`src/rtl/mem_param.sv`:
```
`default_nettype none
// ============================================================================
// Module   : mem_param
// Brief    : Parametrised request/ack memory with byte enables, configurable
//            read/write latency and an error response.
// Revision : 1.0
// ============================================================================
module mem_param #(
  parameter int DATA_W = 8,
  parameter int ADDR_W = 5,
  parameter int DEPTH  = 32,
  parameter int RD_LAT = 1,
  parameter int WR_LAT = 1,
  localparam int BE_W  = DATA_W / 8
) (
  input  logic              clk,
  input  logic              rst_n,
  input  logic              read,
  input  logic              write,
  input  logic [ADDR_W-1:0] addr,
  input  logic [DATA_W-1:0] data_i,
  input  logic [BE_W-1:0]   be,
  output logic [DATA_W-1:0] data_o,
  output logic              ack,
  output logic              err,
  output logic              busy
);

  localparam int         IDX_W  = (DEPTH > 1) ? $clog2(DEPTH) : 1;
  localparam logic [3:0] RD_CNT = 4'(RD_LAT - 1);
  localparam logic [3:0] WR_CNT = 4'(WR_LAT - 1);

  typedef enum logic [1:0] {
    IDLE = 2'd0,
    WAIT = 2'd1,
    DONE = 2'd2
  } state_t;

  state_t            state_q, state_d;
  logic [3:0]        cnt_q, cnt_d;
  logic [ADDR_W-1:0] addr_q;
  logic [DATA_W-1:0] wdata_q;
  logic [BE_W-1:0]   be_q;
  logic              wr_q;
  logic              operr_q;
  logic              ack_q, err_q, busy_q;
  logic [DATA_W-1:0] rdata_q;
  logic [DATA_W-1:0] mem_q [DEPTH];

  logic              addr_oob;
  logic              req;
  logic              acc_err;
  logic [3:0]        acc_cnt;
  logic              idle;
  logic [ADDR_W-1:0] op_addr;
  logic [DATA_W-1:0] op_data;
  logic [BE_W-1:0]   op_be;
  logic              op_wr;
  logic              op_err;

  if (DEPTH < (1 << ADDR_W)) begin : g_oob
    assign addr_oob = ({1'b0, addr} >= (ADDR_W + 1)'(DEPTH));
  end else begin : g_no_oob
    assign addr_oob = 1'b0;
  end

  // A simultaneous read+write is an error timed like a write.
  assign req     = read | write;
  assign acc_err = (read & write) | addr_oob;
  assign acc_cnt = write ? WR_CNT : RD_CNT;

  // With a latency of one the access completes on the accepting edge itself,
  // so the live request must be used instead of the latched copy.
  assign idle    = (state_q == IDLE);
  assign op_addr = idle ? addr    : addr_q;
  assign op_data = idle ? data_i  : wdata_q;
  assign op_be   = idle ? be      : be_q;
  assign op_wr   = idle ? write   : wr_q;
  assign op_err  = idle ? acc_err : operr_q;

  always_comb begin
    state_d = state_q;
    cnt_d   = cnt_q;
    case (state_q)
      IDLE: begin
        if (req) begin
          cnt_d   = acc_cnt;
          state_d = (acc_cnt == 4'd0) ? DONE : WAIT;
        end
      end
      WAIT: begin
        if (cnt_q == 4'd1) begin
          state_d = DONE;
        end else begin
          cnt_d = cnt_q - 4'd1;
        end
      end
      DONE:    state_d = IDLE;
      default: state_d = IDLE;
    endcase
  end

  always_ff @(posedge clk or negedge rst_n) begin
    if (!rst_n) begin
      state_q <= IDLE;
      cnt_q   <= '0;
      addr_q  <= '0;
      wdata_q <= '0;
      be_q    <= '0;
      wr_q    <= 1'b0;
      operr_q <= 1'b0;
      ack_q   <= 1'b0;
      err_q   <= 1'b0;
      busy_q  <= 1'b0;
      rdata_q <= '0;
      for (int i = 0; i < DEPTH; i++) begin
        mem_q[i] <= '0;
      end
    end else begin
      state_q <= state_d;
      cnt_q   <= cnt_d;
      ack_q   <= (state_d == DONE);
      err_q   <= (state_d == DONE) & op_err;
      busy_q  <= (state_d != IDLE);
      if (idle && req) begin
        addr_q  <= addr;
        wdata_q <= data_i;
        be_q    <= be;
        wr_q    <= write;
        operr_q <= acc_err;
      end
      if ((state_d == DONE) && !op_err) begin
        if (op_wr) begin
          for (int k = 0; k < BE_W; k++) begin
            if (op_be[k]) begin
              mem_q[op_addr[IDX_W-1:0]][8*k +: 8] <= op_data[8*k +: 8];
            end
          end
        end else begin
          rdata_q <= mem_q[op_addr[IDX_W-1:0]];
        end
      end
    end
  end

  assign data_o = rdata_q;
  assign ack    = ack_q;
  assign err    = err_q;
  assign busy   = busy_q;

endmodule
`default_nettype wire
```
`config.mk`:
```
export PLATFORM = sky130hd
export DESIGN_NAME = mem_param
export DESIGN_NICKNAME = d
export VERILOG_FILES = /design/src/rtl/mem_param.sv
export SDC_FILE = /design/constraint.sdc
export NUM_CORES = 1
export LEC_CHECK = 0
export BUFFER_PORTS_ARGS = -buffer_cell sky130_fd_sc_hd__buf_4
export CORE_MARGIN = 2
export CORE_UTILIZATION = 30
export DETAILED_ROUTE_END_ITERATION = 12
export PLACE_DENSITY = 0.48
export SLEW_MARGIN = 20
export SYNTH_ARGS = -nofsm -noshare
export SYNTH_HDL_FRONTEND = slang
export SYNTH_SLANG_ARGS = --single-unit
export TNS_END_PERCENT = 50
```
`constraint.sdc`:
```
create_clock -name clk -period 3.5 [get_ports clk]
set_input_delay 0.525 -clock clk [delete_from_list [all_inputs] [get_ports clk]]
set_output_delay 0.525 -clock clk [all_outputs]
set_load 0.005 [all_outputs]
```
==> metrics list <==
- In the layout the commonest cells are 289 x sky130_fd_sc_hd__dfrtp_1, 274 x sky130_fd_sc_hd__nand2_1, 205 x sky130_fd_sc_hd__o21ai_0, 128 x sky130_fd_sc_hd__a22oi_1, 65 x sky130_fd_sc_hd__a21oi_1.
- Area of the die: 44800 um2
- Clock tree synthesis inserted a total of 34 buffers.
- The worst path uses 82.4% of the clock period.
- Global route total overflow: 0
- The signal on the critical path passes through nor2_4 > buf_4 > o21ai_4 > buf_12 > buf_4 > a22oi_1 > a21oi_1 > nor3_1 > a31oi_1.
- Commonest non-fill, non-tap cell in the layout: sky130_fd_sc_hd__dfrtp_1
* Total internal power: 6.23 mW
- Critical Path RT: 3860 ps
* Violations in the final reports: negative hold slack
- Row count: 76
- STA classifies the critical path startpoint as a register.
- Share of flip-flops with an asynchronous set or reset: 100%
* Hold Crit Class: input port to async pin
- DRC marker count from the first detailed-route iteration: 605
- Number of synthesized flops with an enable pin: 0
- From synthesis to final layout, the design area changed by 14.0%.
- Switching power summed over all nets: 2.52 mW
- Final total negative setup slack: 0 ps
- IO Pins: 29
- For this run, the total global-route usage over all layers was measured as 17.1%.
* Max-cap violations: 0
* Share of post-route cells with drive strength above 1: 14.0%
- At the pin with the least slew margin, the transition time is 944 ps.
- Of the total power, the clock network draws 39.8%.
- Detailed placement finished with a half-perimeter wire length of 23700 um.
* Most used cell along the critical path: sky130_fd_sc_hd__buf_4
- Yosys printed 0 warnings.
- Initial antenna violation count: 3
- Of the synthesized area, sequential elements account for 55.9%.
- The run finished, with violations left.
* Core area: 42800 um2
- Setup repair after global routing left no endpoint under its margin.
* Final count of hold timing violations: 4
- Final Max Tran Viols: 0
- After detailed routing, the number of vias per cell comes to 5.09.
* Data arrival at the endpoint of the critical path: 3250 ps
* Clock root buffer: sky130_fd_sc_hd__clkbuf_16
- The later pin in the worst-skew pair is clocked with a latency of 520 ps.
* Count of hold-fix buffers inserted at cts: 0
* Number of global-route vias before repair: 9195
- Worst max-slew margin expressed relative to the limit: 36.9%
- The finished layout holds 1831 standard cells, fillers aside.
- After synthesis the netlist holds a flip-flop and latch count of 289.
* Htree depth: 2
* Number of nets at the end of the flow: 1285
- During placement, the flow inserted port buffers numbering 28.
- Setup slack of the most critical reg-to-reg path: 610 ps
- Shortest period the worst path allows: 2890 ps
- The worst-case IR drop observed on VDD is 0.429 mV.
- The share of total power dissipated in combinational logic is 14.7%.
- After detailed routing, the average wire length per cell comes to 20.4 um.
* Commonest register cell after synthesis: sky130_fd_sc_hd__dfrtp_1
* Worst r2r dst: data_o[0]
* Pleak: 5.92 nW
* Clock-pin slew on the worst setup and hold paths: 60 ps
- Once the floorplan was initialized, standard cells occupied 30.2% of the core.
- Buffers inserted by post-CTS timing repair: 0
- DRC violation count after routing: 0
* Sequential fraction of design power: 45.6%
- Maximum number of buffers from clock root to sink: 3
- Worst reg2reg startpoint: state_q[0]
* Total Wirelength: 37400 um
* CP Capture Type: register
- Die height: 212 um
- The clock drives 289 sinks.
- First-pass DRT Iterations: 4
- Cell area after technology mapping: 12900 um2
- Crit-path slowest cell: sky130_fd_sc_hd__nor3_1
* Number of library cell types mapped by synthesis: 44
- The first global-routing pass estimated 57900 um of wire.
- Post-synthesis average cell area: 10.3 um2
- TritonCTS built the clock tree.
- The routed layout has 9322 vias.
- Cell Pwr Density: 594 nW/um2
- Synthesis produced 1259 cells.
- Chip width: 212 um
- Post-route ant nets: 0
- The critical path is of the register to register type.
- Fmax achieved: 0.347 GHz
- Counting the fill cells in the layout gives 4313.
- Hold slack final: -16.6 ps
* Final weighted congestion in routability-driven placement: 0.765
- Length in cells of the worst reg-to-reg path: 9
* Post-Syn Nets: 1279
- Of all nets on the critical path, the largest fanout is 64.
- Cell count after placement: 1775
- In this design, the stage delay of the slowest critical-path cell is 570 ps.
- Largest net degree at the start of global routing: 76
- For the final database, setup skew stands at 15.9 ps.
- Setup violations remaining at the end of the flow were counted as 0.
- Net switching is 28.8% of the power.
* Count of instances resized after the clock tree is built: 0
## worst max-delay path by stage
stage               start          to  slack, ps  cells after the start
3_3_place_gp     cnt_q[1]  mem_q[152]        650                      9
6_report       state_q[0]   data_o[0]        610                      9
2_1_floorplan    cnt_q[1]   mem_q[92]       1130                     10
3_5_place_dp     cnt_q[1]  mem_q[152]        620                      9
4_1_cts          cnt_q[1]  mem_q[152]        600                      9
5_1_grt        state_q[0]   data_o[1]        480                      9
## registers in the layout, summed over array words and instances (netlist names), 2 cells and up
| signal | count |
|---|---|
| cnt_q | 4 |
| mem_q | 256 |
| data_o | 8 |
| wdata_q | 8 |
| addr_q | 5 |
| state_q | 2 |
## synthesized netlist by cell type, types with 10 or more instances
master                     number  area, um2
sky130_fd_sc_hd__o21ai_0      206       1030
sky130_fd_sc_hd__a21oi_1       65        325
sky130_fd_sc_hd__buf_2         24        120
sky130_fd_sc_hd__o21ai_1       57        285
sky130_fd_sc_hd__clkbuf_1      34        128
sky130_fd_sc_hd__a22oi_1      128        961
sky130_fd_sc_hd__nand3_4       30        526
sky130_fd_sc_hd__dfrtp_1      289       7230
sky130_fd_sc_hd__buf_6         27        304
sky130_fd_sc_hd__nor2_1        16       60.1
sky130_fd_sc_hd__nand2_1      274       1030
sky130_fd_sc_hd__mux2_2        15        169
sky130_fd_sc_hd__mux2i_1       10        100
## power groups by stage
stage	logic, mW	clock network [mW]	registers, mW
6_report	1.28	3.48	3.99
5_1_grt	1.43	3.69	4.03
4_1_cts	1.30	3.57	3.99
3_5_place_dp	1.31	0	4.04
3_3_place_gp	1.29	0	4.04
2_1_floorplan	0.780	0	3.93
## stage by stage
step	utilization (%)	cell area, um2	setup slack (ps)	total power, mW
after floorplan	-	12900	1130	4.71
final	34.5	14700	615	8.76
after global routing	34.4	14700	479	9.16
after global placement	31.9	13700	654	5.33
after CTS	34.4	14700	603	8.86
after detailed placement	31.9	13700	617	5.35
## area by class of cell
class / instances / area (um2) / share of cell area [%]
Antenna cell: 2 / 5.00 / 0.0339
Clock buffer: 51 / 1040 / 7.04
Clock inverter: 3 / 40.0 / 0.272
Inverter: 3 / 11.3 / 0.0764
Multi-Input combinational cell: 874 / 5170 / 35.0
Sequential cell: 289 / 7230 / 49.0
Tap cell: 546 / 683 / 4.63
Timing Repair Buffer: 63 / 568 / 3.85
## per-layer routing
metal | global-route usage (%) | up-vias | part of all wire (%)
li1 | - | 4505 | -
met5 | 0 | - | 0
met2 | 27.1 | 180 | 46
met3 | 2.49 | 50 | 4.0
met4 | 4.98 | 0 | 2.1
met1 | 24.3 | 4587 | 48
## logic make-up (layout without fill, tap and decap cells)
family                   count (synthesis)  in the layout  synth area share (%)
AO/OA/AOI/OAI                          473            473                  21.4
AND/OR/NAND/NOR                        371            371                  15.1
flip-flops                             289            289                  55.9
buffers and inverters                   96            120                  5.11
multiplexers                            26             26                  2.19
adder cells (fa/ha/maj)                  2              2                 0.193
XOR/XNOR                                 2              2                 0.135
other                                    0              2                     0
## worst max-delay path, delay by kind of cell (launching register included)
kind	cells	cell delay, ps
compound gates	4	570
simple gates	2	940
buf+inv	3	720
flops	1	480
(Power assumes the default switching activity.)
